==> src/rtl/hs_table.sv <==
// ---------------------------------------------------------------------------
// HsTable : sorted high-score table
//
// Keeps DEPTH unsigned scores in descending order (index 0 = highest).
// A new score is inserted by a small FSM that first scans the table for the
// first entry it strictly beats, then ripples the lower entries down by one
// slot (dropping the old last entry) and finally writes the score into the
// freed slot. Ties rank below the existing entry, so a score of zero can
// never displace an empty (zero) slot.
//
// Ports
//   clk        : single rising-edge clock
//   reset      : synchronous, active-high reset
//   ins_valid  : insert request, only looked at while idle
//   ins_score  : score to insert
//   ins_ready  : block is idle and can accept an insert
//   ins_done   : one-cycle pulse when an insert completes
//   ins_placed : last completed insert entered the table
//   ins_rank   : index taken by the last placed score
//   clr        : zero every entry (only acted upon while idle)
//   rd_en      : read strobe
//   rd_addr    : read index (0 = highest score)
//   rd_data    : registered read data, zero for out-of-range indices
//   busy       : an insert is in progress (inverse of ins_ready)
// ---------------------------------------------------------------------------
module hs_table #(
    parameter int DATA_W = 32,
    parameter int DEPTH  = 3,
    parameter int AW     = $clog2(DEPTH)
) (
    input  logic              clk,
    input  logic              reset,
    input  logic              ins_valid,
    input  logic [DATA_W-1:0] ins_score,
    output logic              ins_ready,
    output logic              ins_done,
    output logic              ins_placed,
    output logic [AW-1:0]     ins_rank,
    input  logic              clr,
    input  logic              rd_en,
    input  logic [AW-1:0]     rd_addr,
    output logic [DATA_W-1:0] rd_data,
    output logic              busy
);

    // Index of the bottom entry, and DEPTH widened by one bit so that the
    // read-range check also works when DEPTH is a power of two.
    localparam logic [AW-1:0] LastIdx = AW'(DEPTH - 1);
    localparam logic [AW:0]   DepthL  = (AW + 1)'(DEPTH);

    typedef enum logic [1:0] {
        IDLE,
        SCAN,
        SHIFT,
        DONE
    } state_e;

    state_e            state_q, state_d;

    logic [DATA_W-1:0] mem_q [DEPTH];

    logic [DATA_W-1:0] score_q, score_d;
    logic [AW-1:0]     scan_q, scan_d;
    logic [AW-1:0]     shj_q, shj_d;
    logic [AW-1:0]     pos_q, pos_d;
    logic [AW-1:0]     rank_q, rank_d;
    logic              placed_q, placed_d;
    logic [DATA_W-1:0] rd_data_q, rd_data_d;

    logic              clear_en;
    logic              shift_en;
    logic              place_en;
    logic              addr_ok;

    // State register and the insert bookkeeping registers.
    always_ff @(posedge clk) begin
        if (reset) begin
            state_q   <= IDLE;
            score_q   <= '0;
            scan_q    <= '0;
            shj_q     <= '0;
            pos_q     <= '0;
            rank_q    <= '0;
            placed_q  <= 1'b0;
            rd_data_q <= '0;
        end else begin
            state_q   <= state_d;
            score_q   <= score_d;
            scan_q    <= scan_d;
            shj_q     <= shj_d;
            pos_q     <= pos_d;
            rank_q    <= rank_d;
            placed_q  <= placed_d;
            rd_data_q <= rd_data_d;
        end
    end

    // Next-state logic. The scan walks down from the top until the new
    // score strictly beats an entry; the shift phase then walks j back up
    // from the bottom, copying each entry from the one above it, and the
    // final SHIFT cycle (j == pos) drops the new score into place.
    always_comb begin
        state_d  = state_q;
        score_d  = score_q;
        scan_d   = scan_q;
        shj_d    = shj_q;
        pos_d    = pos_q;
        rank_d   = rank_q;
        placed_d = placed_q;
        clear_en = 1'b0;
        shift_en = 1'b0;
        place_en = 1'b0;

        unique case (state_q)
            IDLE: begin
                if (clr) begin
                    clear_en = 1'b1;
                end else if (ins_valid) begin
                    score_d = ins_score;
                    scan_d  = '0;
                    state_d = SCAN;
                end
            end
            SCAN: begin
                if (score_q > mem_q[scan_q]) begin
                    pos_d   = scan_q;
                    shj_d   = LastIdx;
                    state_d = SHIFT;
                end else if (scan_q == LastIdx) begin
                    placed_d = 1'b0;
                    state_d  = DONE;
                end else begin
                    scan_d = scan_q + 1'b1;
                end
            end
            SHIFT: begin
                if (shj_q > pos_q) begin
                    shift_en = 1'b1;
                    shj_d    = shj_q - 1'b1;
                end else begin
                    place_en = 1'b1;
                    placed_d = 1'b1;
                    rank_d   = pos_q;
                    state_d  = DONE;
                end
            end
            DONE: begin
                state_d = IDLE;
            end
            default: begin
                state_d = IDLE;
            end
        endcase
    end

    // Handshake outputs decoded from the current state only.
    always_comb begin
        ins_ready = 1'b0;
        ins_done  = 1'b0;
        unique case (state_q)
            IDLE:    ins_ready = 1'b1;
            DONE:    ins_done  = 1'b1;
            default: ins_ready = 1'b0;
        endcase
        busy = ~ins_ready;
    end

    assign ins_placed = placed_q;
    assign ins_rank   = rank_q;
    assign rd_data    = rd_data_q;

    // Score storage. The shift copies mem[j-1] into mem[j]; since the bottom
    // slot is the first destination, the old last entry is simply lost.
    always_ff @(posedge clk) begin
        if (reset || clear_en) begin
            for (int k = 0; k < DEPTH; k++) begin
                mem_q[k] <= '0;
            end
        end else if (shift_en) begin
            mem_q[shj_q] <= mem_q[shj_q - 1'b1];
        end else if (place_en) begin
            mem_q[pos_q] <= score_q;
        end
    end

    // Read port samples the array as it stands before this edge's write or
    // clear, so a read alongside a shift or clear sees the old contents.
    assign addr_ok = ({1'b0, rd_addr} < DepthL);

    always_comb begin
        rd_data_d = rd_data_q;
        if (rd_en) begin
            rd_data_d = addr_ok ? mem_q[rd_addr] : '0;
        end
    end

endmodule

==> config.mk <==
export PLATFORM = sky130hd
export DESIGN_NAME = hs_table
export DESIGN_NICKNAME = d
export VERILOG_FILES = /design/src/rtl/hs_table.sv
export SDC_FILE = /design/constraint.sdc
export NUM_CORES = 1
export LEC_CHECK = 0
export ABC_AREA = 0
export CORE_MARGIN = 2
export CORE_UTILIZATION = 29
export CTS_CLUSTER_DIAMETER = 80
export DETAILED_ROUTE_END_ITERATION = 12
export PLACE_DENSITY_LB_ADDON = 0.1
export SYNTH_ARGS = -nofsm -noshare
export SYNTH_HDL_FRONTEND = slang
export SYNTH_SLANG_ARGS = --single-unit
==> constraint.sdc <==
create_clock -name clk -period 5.26 [get_ports clk]
set_input_delay 0.526 -clock clk [delete_from_list [all_inputs] [get_ports clk]]
set_output_delay 0.526 -clock clk [all_outputs]
set_load 0.03 [all_outputs]
==> impl_metrics.py, run 1 <==
metrics = {
    "outcome": {
        "status": "completed",
    },
    "power_and_ir_drop": {
        "swShare_pct": 32.8,
        "p_per_area_mw_per_mm2": 415,
        "power.leakage_nw": 4.59,
        "pwr-share-comb_pct": 29.2,
        "p_int_mw": 3.62,
        "seq_power_share_pct": 40.0,
        "clock_power_share_pct": 30.8,
        "vdd_ir_drop_max_uv": 232,
        "p_sw_mw": 1.76,
    },
    "grt": {
        "grt_busiest_layer": "met2",
        "overflow": 0,
        "track_usage_pct": 16.6,
        "met2_usage_pct": 29.2,
        "first_global_vias": 7790,
        "grt_use_met3_pct": 2.03,
        "grt_use_met1_pct": 22.1,
        "grt_max_degree": 65,
        "antenna_found_initial": 0,
        "grt_first_pass_wirelength_mm": 48.9,
    },
    "yosys": {
        "ys_seq_area_share_pct": 49.4,
        "synth_top_area_share_pct": 35.2,
        "synth.distinct_cells": 51,
        "synth_area_leader_cell": "edfxtp_1",
        "synthTopCellsByArea": "edfxtp_1 35%, dfxtp_1 14%, mux4_2 13%, and2_1 5.5%, ha_1 4.5%",
        "synthFlopType": "edfxtp_1",
        "syn_area_per_cell_um2": 11.8,
        "ys_seq_elements": 205,
        "syn_inst": 926,
        "syn_area_mm2": 0.0109,
        "synth_edf_count": 128,
        "async_flop_share_pct": 0,
        "synth_nets": 1004,
        "yosysWarnings": 0,
    },
    "critical_path": {
        "crit_type": "reg -> reg",
        "path_max_fanout": 22,
        "end_kind": "flip-flop",
        "startpoint_type": "flip-flop",
        "cp_data_arrival_time_ns": 4.13,
        "required_ns": 5.64,
    },
    "layout": {
        "n_antenna_cell": 0,
        "synthToLayoutAreaGrowth_pct": 18.8,
        "fin_nets": 1061,
        "final_common_cell": "edfxtp_1",
        "final_area_mm2": 0.0130,
        "fin_cells": 1476,
        "fillerInstances": 3766,
        "final_cell_mix": "128 x edfxtp_1, 96 x and2_1, 86 x a21oi_1",
        "drive_gt1_share_pct": 18.0,
    },
    "sta": {
        "worstMarginPinSlew_ns": 1.00,
        "slew_violations": 0,
        "timing.final.crit_share_pct": 71.4,
        "finalSetupViolCount": 0,
        "tns_ns": 0,
        "max_freq_mhz": 266,
        "maxSlewHeadroom_pct": 33.0,
        "setup_slack_ns": 1.51,
        "fin_crit_ns": 3.75,
        "fin_hold_ws_ns": 0.458,
        "finalClockSkew_ns": 0.0182,
        "hold_viol": 0,
        "rsz0062_at_grt": "false",
    },
    "drt": {
        "drc": 0,
        "firstDrtPassIters": 7,
        "vias": 7420,
        "wl_per_cell_um": 21.6,
        "drt_iter0_drc": 331,
        "drt-vias-per-instance": 5.03,
        "routed_wl_mm": 31.8,
        "ant_nets": 0,
    },
    "run": {
        "drv_cap": 0,
    },
    "clocking": {
        "ctsHoldBuffers": 0,
        "clk_pin_slew_ns": 0.06,
        "numCtsBuffers": 25,
        "cts_tree": "done",
        "cts_post_setup_buffers_inserted": 0,
        "root_buffer": "clkbuf_16",
        "clock-sinks": 205,
        "worstSkewPairLatency_ns": 0.53,
        "cts_resized": 0,
        "cts_max_path_buffers": 3,
        "cts_max_level": 1,
    },
    "floorplanning": {
        "io_pins": 77,
        "die_h_um": 198,
        "rows": 71,
        "core-area_mm2": 0.0373,
        "die_w_um": 198,
        "start_util_pct": 29.2,
        "design.die.area_mm2": 0.0392,
    },
    "placed_design": {
        "hpwl_mm": 19.2,
        "routabilityCongestion": 0.732,
        "dpl_worst_slack_ns": 1.42,
        "port_buffers": 76,
        "dp_cells": 1430,
        "place_area_mm2": 0.0122,
    },
    "worst_hold_path": {
        "hold_path_startpoint": "ins_rank[0]$_SDFFE_PP0P_",
        "hold_class": "reg -> reg",
    },
}
## layout make-up
| class | count | area [um^2] | area share (%) |
|---|---|---|---|
| Tap cell | 474 | 593 | 4.57 |
| Clock buffer | 32 | 682 | 5.26 |
| Timing Repair Buffer | 95 | 888 | 6.85 |
| Clock inverter | 14 | 98.8 | 0.762 |
| Sequential cell | 205 | 5390 | 41.6 |
| Multi-Input combinational cell | 614 | 5150 | 39.8 |
| Inverter | 42 | 158 | 1.22 |
## registers in the layout, summed over array words and instances, names as in the netlist, named ones only
| name | flops |
|---|---|
| score_q | 32 |
| rd_data | 32 |
| state_q | 2 |
| ins_rank | 2 |
| shj_q | 2 |
| mem_q | 128 |
| pos_q | 2 |
| ins_placed | 1 |
| scan_q | 2 |
## power by group through the flow
stage / clock network (mW) / registers, mW / logic [mW]
4_1_cts: 1.71 / 2.16 / 1.61
3_5_place_dp: 0 / 2.19 / 1.60
5_1_grt: 1.77 / 2.18 / 1.74
2_1_floorplan: 0 / 2.14 / 1.13
6_report: 1.66 / 2.15 / 1.57
3_3_place_gp: 0 / 2.19 / 1.60
## synth_stat cells (all sizes together), types with 3 or more instances
master and number:
edfxtp 128, and2 96, a21oi 89, nand2 81
dfxtp 77, nor2 69, mux4 64, clkbuf 45
inv 42, ha 39, a211oi 33, mux2 33
mux2i 32, buf 20, nand3 13, o21ai 10
nand4 9, nor3 6, a21o 4, nor4 4
nand2b 3, nor2b 3, o211a 3
## logic make-up (layout without fill, tap and decap cells)
| kind of cell | after synthesis | count (layout) | share of synthesized area [%] |
|---|---|---|---|
| fa+ha+maj | 39 | 39 | 4.47 |
| simple gates | 290 | 290 | 13.5 |
| flops | 205 | 205 | 49.4 |
| mux | 129 | 129 | 19.6 |
| compound gates | 156 | 156 | 9.23 |
| buf+inv | 107 | 183 | 3.89 |
## path summary, 6_finish.rpt
check / to / slack [ns] / cells after the start
setup reg to reg: shj_q[1]$_SDFFE_PP0P_ / 1.51 / 10
setup / recovery: shj_q[1]$_SDFFE_PP0P_ / 1.51 / 10
hold / removal: ins_rank[0]$_SDFFE_PP0P_ / 0.46 / 2
hold reg to reg: ins_rank[0]$_SDFFE_PP0P_ / 0.46 / 2
## critical path: stages (launching register included)
cell and delay, ns:
dfxtp_2 0.93, buf_4 0.40, mux4_2 0.53, inv_1 0.07, ha_1 0.16, nand4_1 0.21, nor4_4 0.43, o41a_4 0.26
o21ai_4 0.11, a2111oi_2 0.41, nor4_2 0.09
## metrics by stage
step / power, mW / utilization (%)
2_1_floorplan: 3.27 / -
3_3_place_gp: 3.79 / 32.6
3_5_place_dp: 3.79 / 32.7
4_1_cts: 5.47 / 34.7
5_1_grt: 5.69 / 34.7
6_report: 5.38 / 34.7
## metal layers
layer	share of wire, %	wire, um
met1	46	14500
met2	50	15800
met3	2.9	928
met4	1.7	539
met5	0	0
No activity file was read; power rests on OpenSTA's default activity.
==> run 2, diff against run 1 <==
==> constraint.sdc (replaced) <==
create_clock -name clk -period 3.7 [get_ports clk]
set_input_delay 0.37 -clock clk [delete_from_list [all_inputs] [get_ports clk]]
set_output_delay 0.37 -clock clk [all_outputs]
set_load 0.03 [all_outputs]
==> impl_metrics.py, run 2 (synthesis gave the netlist of run 1 again) <==
metrics = {
    "sta": {
        "max_freq_mhz": 311,
        "finalClockSkew_ns": 0.0219,
        "rsz0062_at_grt": "false",
        "timing.final.crit_share_pct": 87.0,
        "tns_ns": 0,
        "worstMarginPinSlew_ns": 0.838,
        "hold_viol": 0,
        "fin_crit_ns": 3.22,
        "finalSetupViolCount": 0,
        "slew_violations": 0,
        "maxSlewHeadroom_pct": 44.1,
        "fin_hold_ws_ns": 0.369,
    },
    "layout": {
        "final_cell_mix": "128 x edfxtp_1, 96 x and2_1, 86 x a21oi_1",
        "regMostFlops": "mem_q",
        "final_common_cell": "edfxtp_1",
        "drive_gt1_share_pct": 19.1,
        "final_area_mm2": 0.0131,
        "synthToLayoutAreaGrowth_pct": 20.4,
        "largest_reg_flops": 128,
        "fin_nets": 1072,
        "fillerInstances": 3781,
        "n_antenna_cell": 0,
    },
    "placed_design": {
        "routabilityCongestion": 0.732,
        "hpwl_mm": 19.5,
        "port_buffers": 76,
        "place_area_mm2": 0.0123,
    },
    "floorplanning": {
        "core-area_mm2": 0.0373,
        "rows": 71,
        "io_pins": 77,
        "die_h_um": 198,
        "die_w_um": 198,
        "design.die.area_mm2": 0.0392,
        "start_util_pct": 29.2,
    },
    "clocking": {
        "worstSkewPairLatency_ns": 0.55,
        "clk_pin_slew_ns": 0.06,
        "cts_tree": "done",
        "root_buffer": "clkbuf_16",
        "numCtsBuffers": 26,
        "cts_max_path_buffers": 3,
        "ctsHoldBuffers": 0,
        "cts_post_setup_buffers_inserted": 0,
        "clock-sinks": 205,
        "cts_max_level": 1,
        "cts_resized": 0,
    },
    "drt": {
        "vias": 7474,
        "drt_iter0_drc": 331,
        "firstDrtPassIters": 6,
        "drc": 0,
        "routed_wl_mm": 31.8,
        "drt-vias-per-instance": 5.02,
        "ant_nets": 0,
        "wl_per_cell_um": 21.4,
    },
    "critical_path": {
        "startpoint_type": "flip-flop",
        "end_kind": "flip-flop",
        "reg2reg_slack_ns": 0.48,
        "required_ns": 4.15,
        "reg2reg_depth": 11,
        "r2r-end": "shj_q[0]$_SDFFE_PP0P_",
        "crit_type": "reg -> reg",
        "cp_data_arrival_time_ns": 3.67,
        "path_max_fanout": 32,
    },
    "power_and_ir_drop": {
        "clock_power_share_pct": 31.9,
        "swShare_pct": 32.4,
        "p_per_area_mw_per_mm2": 594,
        "p_int_mw": 5.28,
        "power.leakage_nw": 4.68,
        "seq_power_share_pct": 38.6,
        "vdd_ir_drop_max_uv": 363,
        "p_sw_mw": 2.52,
        "pwr-share-comb_pct": 29.5,
    },
    "worst_hold_path": {
        "hold_class": "in -> reg",
        "min_path_cells": 3,
        "hold_path_startpoint": "ins_score[25]",
        "hold-path-endpoint": "score_q[25]$_SDFFE_PP0P_",
    },
    "grt": {
        "first_global_vias": 7615,
        "antenna_found_initial": 0,
        "overflow": 0,
        "track_usage_pct": 16.6,
        "grt_first_pass_wirelength_mm": 48.7,
        "grt_max_degree": 52,
    },
    "outcome": {
        "status": "completed",
    },
    "run": {
        "drv_cap": 0,
    },
}
## run 2: changes by cell type in the layout (fill, tap and decap cells not counted), moves of 2 or more
cell       previous run  this run
buf_12                0         3
clkbuf_1              4         7
clkinv_1              5         1
clkinv_2              5         3
clkbuf_16            25        27
clkbuf_8              3         7
buf_4                19        26
## run 2: final cells by class
| cell class | count | area [um^2] | area share (%) |
|---|---|---|---|
| well taps | 474 | 593 | 4.51 |
| multi-input cells | 614 | 5150 | 39.2 |
| clock buffers | 41 | 798 | 6.08 |
| flip-flops and latches | 205 | 5390 | 41.0 |
| inverters | 42 | 158 | 1.20 |
| clock inverters | 7 | 51.3 | 0.391 |
| repair buffers | 105 | 1000 | 7.62 |
## run 2: worst max-delay path by stage
stage | from | endpoint | cells after the start
6_report | flip-flop | shj_q[0]$_SDFFE_PP0P_ | 11
3_5_place_dp | flip-flop | shj_q[0]$_SDFFE_PP0P_ | 11
3_3_place_gp | flip-flop | shj_q[0]$_SDFFE_PP0P_ | 11
2_1_floorplan | shj_q[0]$_SDFFE_PP0P_ | mem_q[3][0]$_DFFE_PP_ | 8
4_1_cts | flip-flop | shj_q[0]$_SDFFE_PP0P_ | 11
5_1_grt | flip-flop | shj_q[0]$_SDFFE_PP0P_ | 11
## run 2: power groups by stage
stage / Combinational, mW / Sequential (mW) / Clock, mW
6_report: 2.30 / 3.01 / 2.49
5_1_grt: 2.55 / 3.05 / 2.64
4_1_cts: 2.36 / 3.01 / 2.56
3_5_place_dp: 2.35 / 3.06 / 0
3_3_place_gp: 2.35 / 3.06 / 0
2_1_floorplan: 1.61 / 3.04 / 0
## run 2: critical path: stages (launching register included)
cell and delay (ns):
dfxtp_2 0.34, buf_12 0.29, mux4_2 0.54, inv_1 0.07, ha_1 0.23, nand4_1 0.23, nor2_1 0.07, a22o_1 0.21
o41a_4 0.39, o21ai_4 0.28, mux2_1 0.36, a21oi_1 0.12
## run 2: routing by layer
metal  track usage, %  up-vias  routed length [um]
met3             1.94       40                 773
met1             21.7     3778               14400
met5                0        -                   0
met4             3.62        0                 669
met2             29.5      114               16000
li1                 -     3542                   -
## run 2: metrics by stage
step	util (%)	cells	total power, mW	setup slack (ns)
finish	35.2	1488	7.80	0.481
global route	35.2	1488	8.24	0.286
CTS	35.2	1488	7.94	0.422
detailed placement	32.9	1440	5.41	0.436
global placement	32.9	1440	5.41	0.451
floorplan	-	926	4.64	0.356
